## src/rtl/countdown_ctrl.sv

```systemverilog
// countdown_ctrl: control FSM for a HH:MM:SS count-down timer.
// Drives the datapath's count enable, +1 s increment pulses (with minute and
// hour bursts in adjust mode), the datapath clear pulse and the alarm flag.
// Optional feature macro: ALARM_TIMEOUT_EN. When defined, the alarm clears
// itself after ALARM_CYCLES clock cycles. When undefined, the alarm persists
// until a button is pressed.
module countdown_ctrl #(
    parameter int ALARM_CYCLES = 10000,
    parameter int MIN_PULSES   = 60,
    parameter int HR_PULSES    = 3600
) (
    input  logic       clk,
    input  logic       rst_n,
    input  logic       btn_start,
    input  logic       btn_clr,
    input  logic       btn_adj,
    input  logic       btn_inc_sec,
    input  logic       btn_inc_min,
    input  logic       btn_inc_hr,
    input  logic [7:0] seconds,
    input  logic [7:0] mins,
    input  logic [7:0] hrs,
    output logic       en,
    output logic       enc_sec,
    output logic       rst_counters,
    output logic       alarm,
    output logic       busy,
    output logic [2:0] state
);

    typedef enum logic [2:0] {
        S_IDLE  = 3'd0,
        S_ADJ   = 3'd1,
        S_RUN   = 3'd2,
        S_PAUSE = 3'd3,
        S_ALARM = 3'd4
    } state_t;

    state_t      state_q, state_d;
    logic [11:0] burst_cnt_q, burst_cnt_d;
    logic        busy_d, enc_d, rst_d;
    logic        zero;
    logic        p_clr, p_start, p_adj, p_hr, p_min, p_sec, any_btn;

    assign zero = (seconds == 8'd0) && (mins == 8'd0) && (hrs == 8'd0);

    // Priority decode: only the highest-priority pressed button survives.
    assign p_clr   = btn_clr;
    assign p_start = btn_start   & ~btn_clr;
    assign p_adj   = btn_adj     & ~btn_start & ~btn_clr;
    assign p_hr    = btn_inc_hr  & ~btn_adj & ~btn_start & ~btn_clr;
    assign p_min   = btn_inc_min & ~btn_inc_hr & ~btn_adj & ~btn_start & ~btn_clr;
    assign p_sec   = btn_inc_sec & ~btn_inc_min & ~btn_inc_hr & ~btn_adj & ~btn_start & ~btn_clr;
    assign any_btn = btn_clr | btn_start | btn_adj | btn_inc_hr | btn_inc_min | btn_inc_sec;

    assign state = state_q;

`ifdef ALARM_TIMEOUT_EN
    logic [13:0] alarm_cnt_q, alarm_cnt_d;
    logic        alarm_done;

    // The counter holds 0 on the first alarm cycle, so the last cycle is ALARM_CYCLES-1.
    assign alarm_done = (alarm_cnt_q == 14'(ALARM_CYCLES - 1));
`endif

    // Next-state, burst sequencing and next registered-output values.
    always_comb begin
        state_d     = state_q;
        burst_cnt_d = 12'd0;
        busy_d      = 1'b0;
        enc_d       = 1'b0;
        rst_d       = 1'b0;
`ifdef ALARM_TIMEOUT_EN
        alarm_cnt_d = 14'd0;
`endif
        case (state_q)
            S_IDLE: begin
                if (p_clr)                 rst_d   = 1'b1;
                else if (p_start && !zero) state_d = S_RUN;
                else if (p_adj)            state_d = S_ADJ;
            end
            S_ADJ: begin
                if (busy) begin
                    // Mid-burst only a clear is honoured; it aborts the burst.
                    if (p_clr) begin
                        rst_d = 1'b1;
                    end else if (burst_cnt_q != 12'd0) begin
                        burst_cnt_d = burst_cnt_q - 12'd1;
                        busy_d      = 1'b1;
                        enc_d       = 1'b1;
                    end
                end else begin
                    if (p_clr) begin
                        rst_d = 1'b1;
                    end else if (p_start && !zero) begin
                        state_d = S_RUN;
                    end else if (p_adj) begin
                        state_d = S_IDLE;
                    end else if (p_hr) begin
                        burst_cnt_d = 12'(HR_PULSES - 1);
                        busy_d      = 1'b1;
                        enc_d       = 1'b1;
                    end else if (p_min) begin
                        burst_cnt_d = 12'(MIN_PULSES - 1);
                        busy_d      = 1'b1;
                        enc_d       = 1'b1;
                    end else if (p_sec) begin
                        burst_cnt_d = 12'd0;
                        busy_d      = 1'b1;
                        enc_d       = 1'b1;
                    end
                end
            end
            S_RUN: begin
                if (p_clr) begin
                    state_d = S_IDLE;
                    rst_d   = 1'b1;
                end else if (p_start) begin
                    state_d = S_PAUSE;
                end else if (zero) begin
                    state_d = S_ALARM;
                end
            end
            S_PAUSE: begin
                if (p_clr) begin
                    state_d = S_IDLE;
                    rst_d   = 1'b1;
                end else if (p_start) begin
                    state_d = S_RUN;
                end else if (p_adj) begin
                    state_d = S_ADJ;
                end
            end
            S_ALARM: begin
                if (any_btn) begin
                    state_d = S_IDLE;
                    rst_d   = p_clr;
                end
`ifdef ALARM_TIMEOUT_EN
                else if (alarm_done) begin
                    state_d = S_IDLE;
                end else begin
                    alarm_cnt_d = alarm_cnt_q + 14'd1;
                end
`endif
            end
            default: state_d = S_IDLE;
        endcase
    end

    // State, burst counter and all outputs are registered.
    always_ff @(posedge clk or negedge rst_n) begin
        if (!rst_n) begin
            state_q      <= S_IDLE;
            burst_cnt_q  <= 12'd0;
            en           <= 1'b0;
            enc_sec      <= 1'b0;
            rst_counters <= 1'b0;
            alarm        <= 1'b0;
            busy         <= 1'b0;
        end else begin
            state_q      <= state_d;
            burst_cnt_q  <= burst_cnt_d;
            en           <= (state_d == S_RUN);
            enc_sec      <= enc_d;
            rst_counters <= rst_d;
            alarm        <= (state_d == S_ALARM);
            busy         <= busy_d;
        end
    end

`ifdef ALARM_TIMEOUT_EN
    // Alarm timeout counter; held at zero outside ALARM.
    always_ff @(posedge clk or negedge rst_n) begin
        if (!rst_n) alarm_cnt_q <= 14'd0;
        else        alarm_cnt_q <= alarm_cnt_d;
    end
`endif

endmodule
```

## config.mk

```make
export PLATFORM = sky130hd
export DESIGN_NAME = countdown_ctrl
export DESIGN_NICKNAME = d
export VERILOG_FILES = /design/src/rtl/countdown_ctrl.sv
export SDC_FILE = /design/constraint.sdc
export NUM_CORES = 1
export LEC_CHECK = 0
export CORE_ASPECT_RATIO = 0.75
export CORE_UTILIZATION = 48
export DETAILED_ROUTE_END_ITERATION = 6
export GPL_ROUTABILITY_DRIVEN = 0
export HOLD_SLACK_MARGIN = 0.15
export PLACE_DENSITY = 0.85
export SETUP_SLACK_MARGIN = 0.02
export SKIP_LAST_GASP = 1
export SYNTH_ARGS = -nofsm -noshare
export SYNTH_HDL_FRONTEND = slang
export SYNTH_SLANG_ARGS = --single-unit
```

## constraint.sdc

```tcl
create_clock -name clk -period 2.6 [get_ports clk]
set_input_delay 0.52 -clock clk [delete_from_list [all_inputs] [get_ports clk]]
set_output_delay 0.52 -clock clk [all_outputs]
set_load 0.02 [all_outputs]
```

==> reports/qor.csv <==
metric,value,unit
start_kind,flop,
slowest_stage,sky130_fd_sc_hd__dfrtp_1,
clock-root-buffer,sky130_fd_sc_hd__clkbuf_4,
drt_iter0_markers,44,
cts-root-to-sink-buffers,2,
min_period_over_period,0.8663,
synth-simple-area-share,0.2968,
finish.net_count,199,
maxCapViolCount,0,
antenna_cells,0,
cts.htree.levels,1,
core_area,2327,µm²
period_minus_slack,2.252,ns
min_path_type,in -> async,
rsz_0062_raised_after_global_routing,false,
r2r_cells,6,
drt-wirelength-per-cell,14.87,µm
post-dp-hpwl,2.282,mm
timing.final.hold_violations,0,
fillCellCount,189,
numClockSinks,19,
stdcell_area,1610,µm²
crit_fanout,19,
cts_post_setup_buffers_inserted,0,
clock_buffers_created_by_tritoncts,3,
timing.rr.end,burst_cnt_q[1]$_DFF_PN0_,
worst_skew_pair.late_latency,0.31,ns
fin_skew,0.009018,ns
layout-drive-gt1-share,0.07317,
run_status,"complete, no violations",
detail-route-antenna-nets,0,
worst-slew-pin-transition,0.6779,ns
timing.max_slew.rel_slack,0.5459,
first_pass_grt_wire_length,4.754,mm
cts-hold-fix-buffers,0,
vias_per_cell,5.818,
yosysSeqAreaShare,0.4000,
mappedNetlistArea,1189,µm²
placement.io_buffers,39,
first_global_vias,1061,
die_h,45.10,µm
worst_path_largest_cell_delay,0.72,ns
synth_edf_count,0,
detailed_place.area,1583,µm²
synth_xor_xnor_area_share,0.05895,
power.density,415.4,nW/µm²
path_cells,clkdlybuf4s50_1,
largest_net_degree_at_the_start_of_global_routing,20,
post_synthesis_net_count,163,
synth_compound_area_frac,0.1779,
muxShareOfSynthArea,0,
flow.area_growth_from_synthesis,35.47,%
crit_type,reg -> out,
worst_ir_drop_vdd,0.1754,mV
timing.hold.ws,0.5275,ns
asr_flop_ratio_synth,1.000,
yosys.area_share.adder,0.02105,
setup_total_negative_slack,0,ns
wl,2.944,mm
worst-endpoint-arrival,1.73,ns
post-route-drc-count,0,
worst_ep_required_time,2.08,ns
row_count,15,
postSynthCellCount,129,
crit_family,flip-flops,
postCtsResizedCells,0,
design.die.area,2681,µm²
postSynthRegisterBits,19,
worst-r2r-setup-slack,0.65,ns
synth_top_family_by_area,simple AND/OR/NAND/NOR gates,
tritoncts,built,
antenna_found_initial,0,
synth.yosys.warnings,0,
total_leakage_power,0.6395,nW
final_max_slew_viol_count,0,
ys.flop_type,sky130_fd_sc_hd__dfrtp_1,
drt_pass1_iterations,4,
globalRouteTotalUtil,0.2402,
synth_cell_types,42,
max_freq,444.0,MHz
num_io_pins,40,
die_span_in_x,59.46,µm
worstReg2RegStart,burst_cnt_q[0]$_DFF_PN0_,
effective_utilization_at_floorplan,0.5108,
clk_pin_slew,0.12,ns
globalRouteOverflowTotal,0,
postSynthAreaPerCell,9.214,µm²
timing.critical_path.buf_inv,1,
finalSetupViolations,0,
cp-end-kind,output port,
detailroute.via_count,1152,
finalPower,669.0,µW
cell type report:
class | instances | area, µm² | share of cell area
Tap cell | 34 | 42.54 | 0.02642
Clock inverter | 1 | 5.005 | 0.003108
Multi-Input combinational cell | 99 | 659.4 | 0.4095
Inverter | 2 | 7.507 | 0.004662
Timing Repair Buffer | 40 | 397.9 | 0.2471
Clock buffer | 3 | 22.52 | 0.01399
Sequential cell | 19 | 475.5 | 0.2953
through the flow:
step / setup WS, ns / std cells / utilization
finish: 0.3477 / 198 / 0.6919
detailed placement: 0.3481 / 194 / 0.6801
CTS: 0.3570 / 198 / 0.6919
floorplan: 0.8920 / 129 / -
global placement: 0.4319 / 194 / 0.6801
global route: 0.2523 / 198 / 0.6919
flip-flops by register name, indices dropped and copies added (netlist names):
signal,cells
burst_cnt_q,12
busy,1
state,3
en,1
rst_counters,1
alarm,1
worst max-delay path by stage:
stage / start / to / slack, ns / depth (start not counted)
4_1_cts: busy$_DFF_PN0_ / enc_sec / 0.36 / 1
3_3_place_gp: btn_clr / en$_DFF_PN0_ / 0.43 / 5
2_1_floorplan: burst_cnt_q[0]$_DFF_PN0_ / burst_cnt_q[10]$_DFF_PN0_ / 0.89 / 6
3_5_place_dp: btn_start / burst_cnt_q[11]$_DFF_PN0_ / 0.35 / 5
6_report: busy$_DFF_PN0_ / enc_sec / 0.35 / 1
5_1_grt: busy$_DFF_PN0_ / busy / 0.25 / 1
Yosys cell counts, types with 2 or more instances:
master / n / share of area
sky130_fd_sc_hd__a31oi_1: 2 / 0.011
sky130_fd_sc_hd__o31ai_1: 3 / 0.019
sky130_fd_sc_hd__nor3_2: 2 / 0.017
sky130_fd_sc_hd__dfrtp_1: 19 / 0.40
sky130_fd_sc_hd__a32o_1: 2 / 0.017
sky130_fd_sc_hd__buf_2: 4 / 0.017
sky130_fd_sc_hd__buf_4: 2 / 0.013
sky130_fd_sc_hd__nor3b_1: 4 / 0.025
sky130_fd_sc_hd__nor2_1: 11 / 0.035
sky130_fd_sc_hd__o22ai_2: 2 / 0.021
sky130_fd_sc_hd__nor3_1: 8 / 0.034
sky130_fd_sc_hd__nand2_1: 10 / 0.032
sky130_fd_sc_hd__nor4b_1: 2 / 0.015
sky130_fd_sc_hd__a221oi_1: 2 / 0.015
sky130_fd_sc_hd__nor2b_1: 2 / 0.011
sky130_fd_sc_hd__clkbuf_1: 3 / 0.0095
sky130_fd_sc_hd__xnor2_1: 7 / 0.052
sky130_fd_sc_hd__nand3_1: 2 / 0.0084
sky130_fd_sc_hd__ha_1: 2 / 0.021
sky130_fd_sc_hd__or3_1: 3 / 0.016
sky130_fd_sc_hd__inv_1: 2 / 0.0063
sky130_fd_sc_hd__a21oi_1: 5 / 0.021
sky130_fd_sc_hd__nor4_1: 7 / 0.037
sky130_fd_sc_hd__o21ai_0: 5 / 0.021
cell usage in the layout, fill, tap and decap left out, types with 2 or more instances in the layout:
master,Yosys,routed
sky130_fd_sc_hd__ha_1,2,2
sky130_fd_sc_hd__nand3_1,2,2
sky130_fd_sc_hd__xnor2_1,7,7
sky130_fd_sc_hd__o22ai_2,2,2
sky130_fd_sc_hd__clkbuf_4,0,3
sky130_fd_sc_hd__nor4_1,7,7
sky130_fd_sc_hd__clkdlybuf4s50_1,0,39
sky130_fd_sc_hd__a221oi_1,2,2
sky130_fd_sc_hd__a21oi_1,5,5
sky130_fd_sc_hd__nor2b_1,2,2
sky130_fd_sc_hd__or3_1,3,3
sky130_fd_sc_hd__o31ai_1,3,3
sky130_fd_sc_hd__a32o_1,2,2
sky130_fd_sc_hd__nor3_2,2,2
sky130_fd_sc_hd__nand2_1,10,10
sky130_fd_sc_hd__nor2_1,11,11
sky130_fd_sc_hd__a31oi_1,2,2
sky130_fd_sc_hd__dfrtp_1,19,19
sky130_fd_sc_hd__o21ai_0,5,5
sky130_fd_sc_hd__nor3_1,8,8
sky130_fd_sc_hd__inv_1,2,2
sky130_fd_sc_hd__nor4b_1,2,2
sky130_fd_sc_hd__nor3b_1,4,4
cell families after synthesis:
family                   count (synthesis)
flip-flops                              19
AO/OA/AOI/OAI                           29
buffers and inverters                   11
XOR/XNOR                                 8
AND/OR/NAND/NOR                         60
adder cells (fa/ha/maj)                  2
per-layer routing:
| layer | vias up | global-route usage | wire length [µm] |
|---|---|---|---|
| li1 | 548 | - | - |
| met1 | 544 | 0.2993 | 1212 |
| met2 | 56 | 0.4427 | 1507 |
| met3 | 4 | 0.04011 | 201 |
| met4 | 0 | 0.04286 | 23 |
| met5 | - | 0 | 0 |
report_power, final:
part           internal (mW)  switching (mW)  total (mW)
logic                  0.100          0.0837       0.184
registers              0.307          0.0231       0.330
clock network         0.0574          0.0973       0.155
total                  0.465           0.204       0.669
Note: power is estimated with default switching activity, not from simulation.
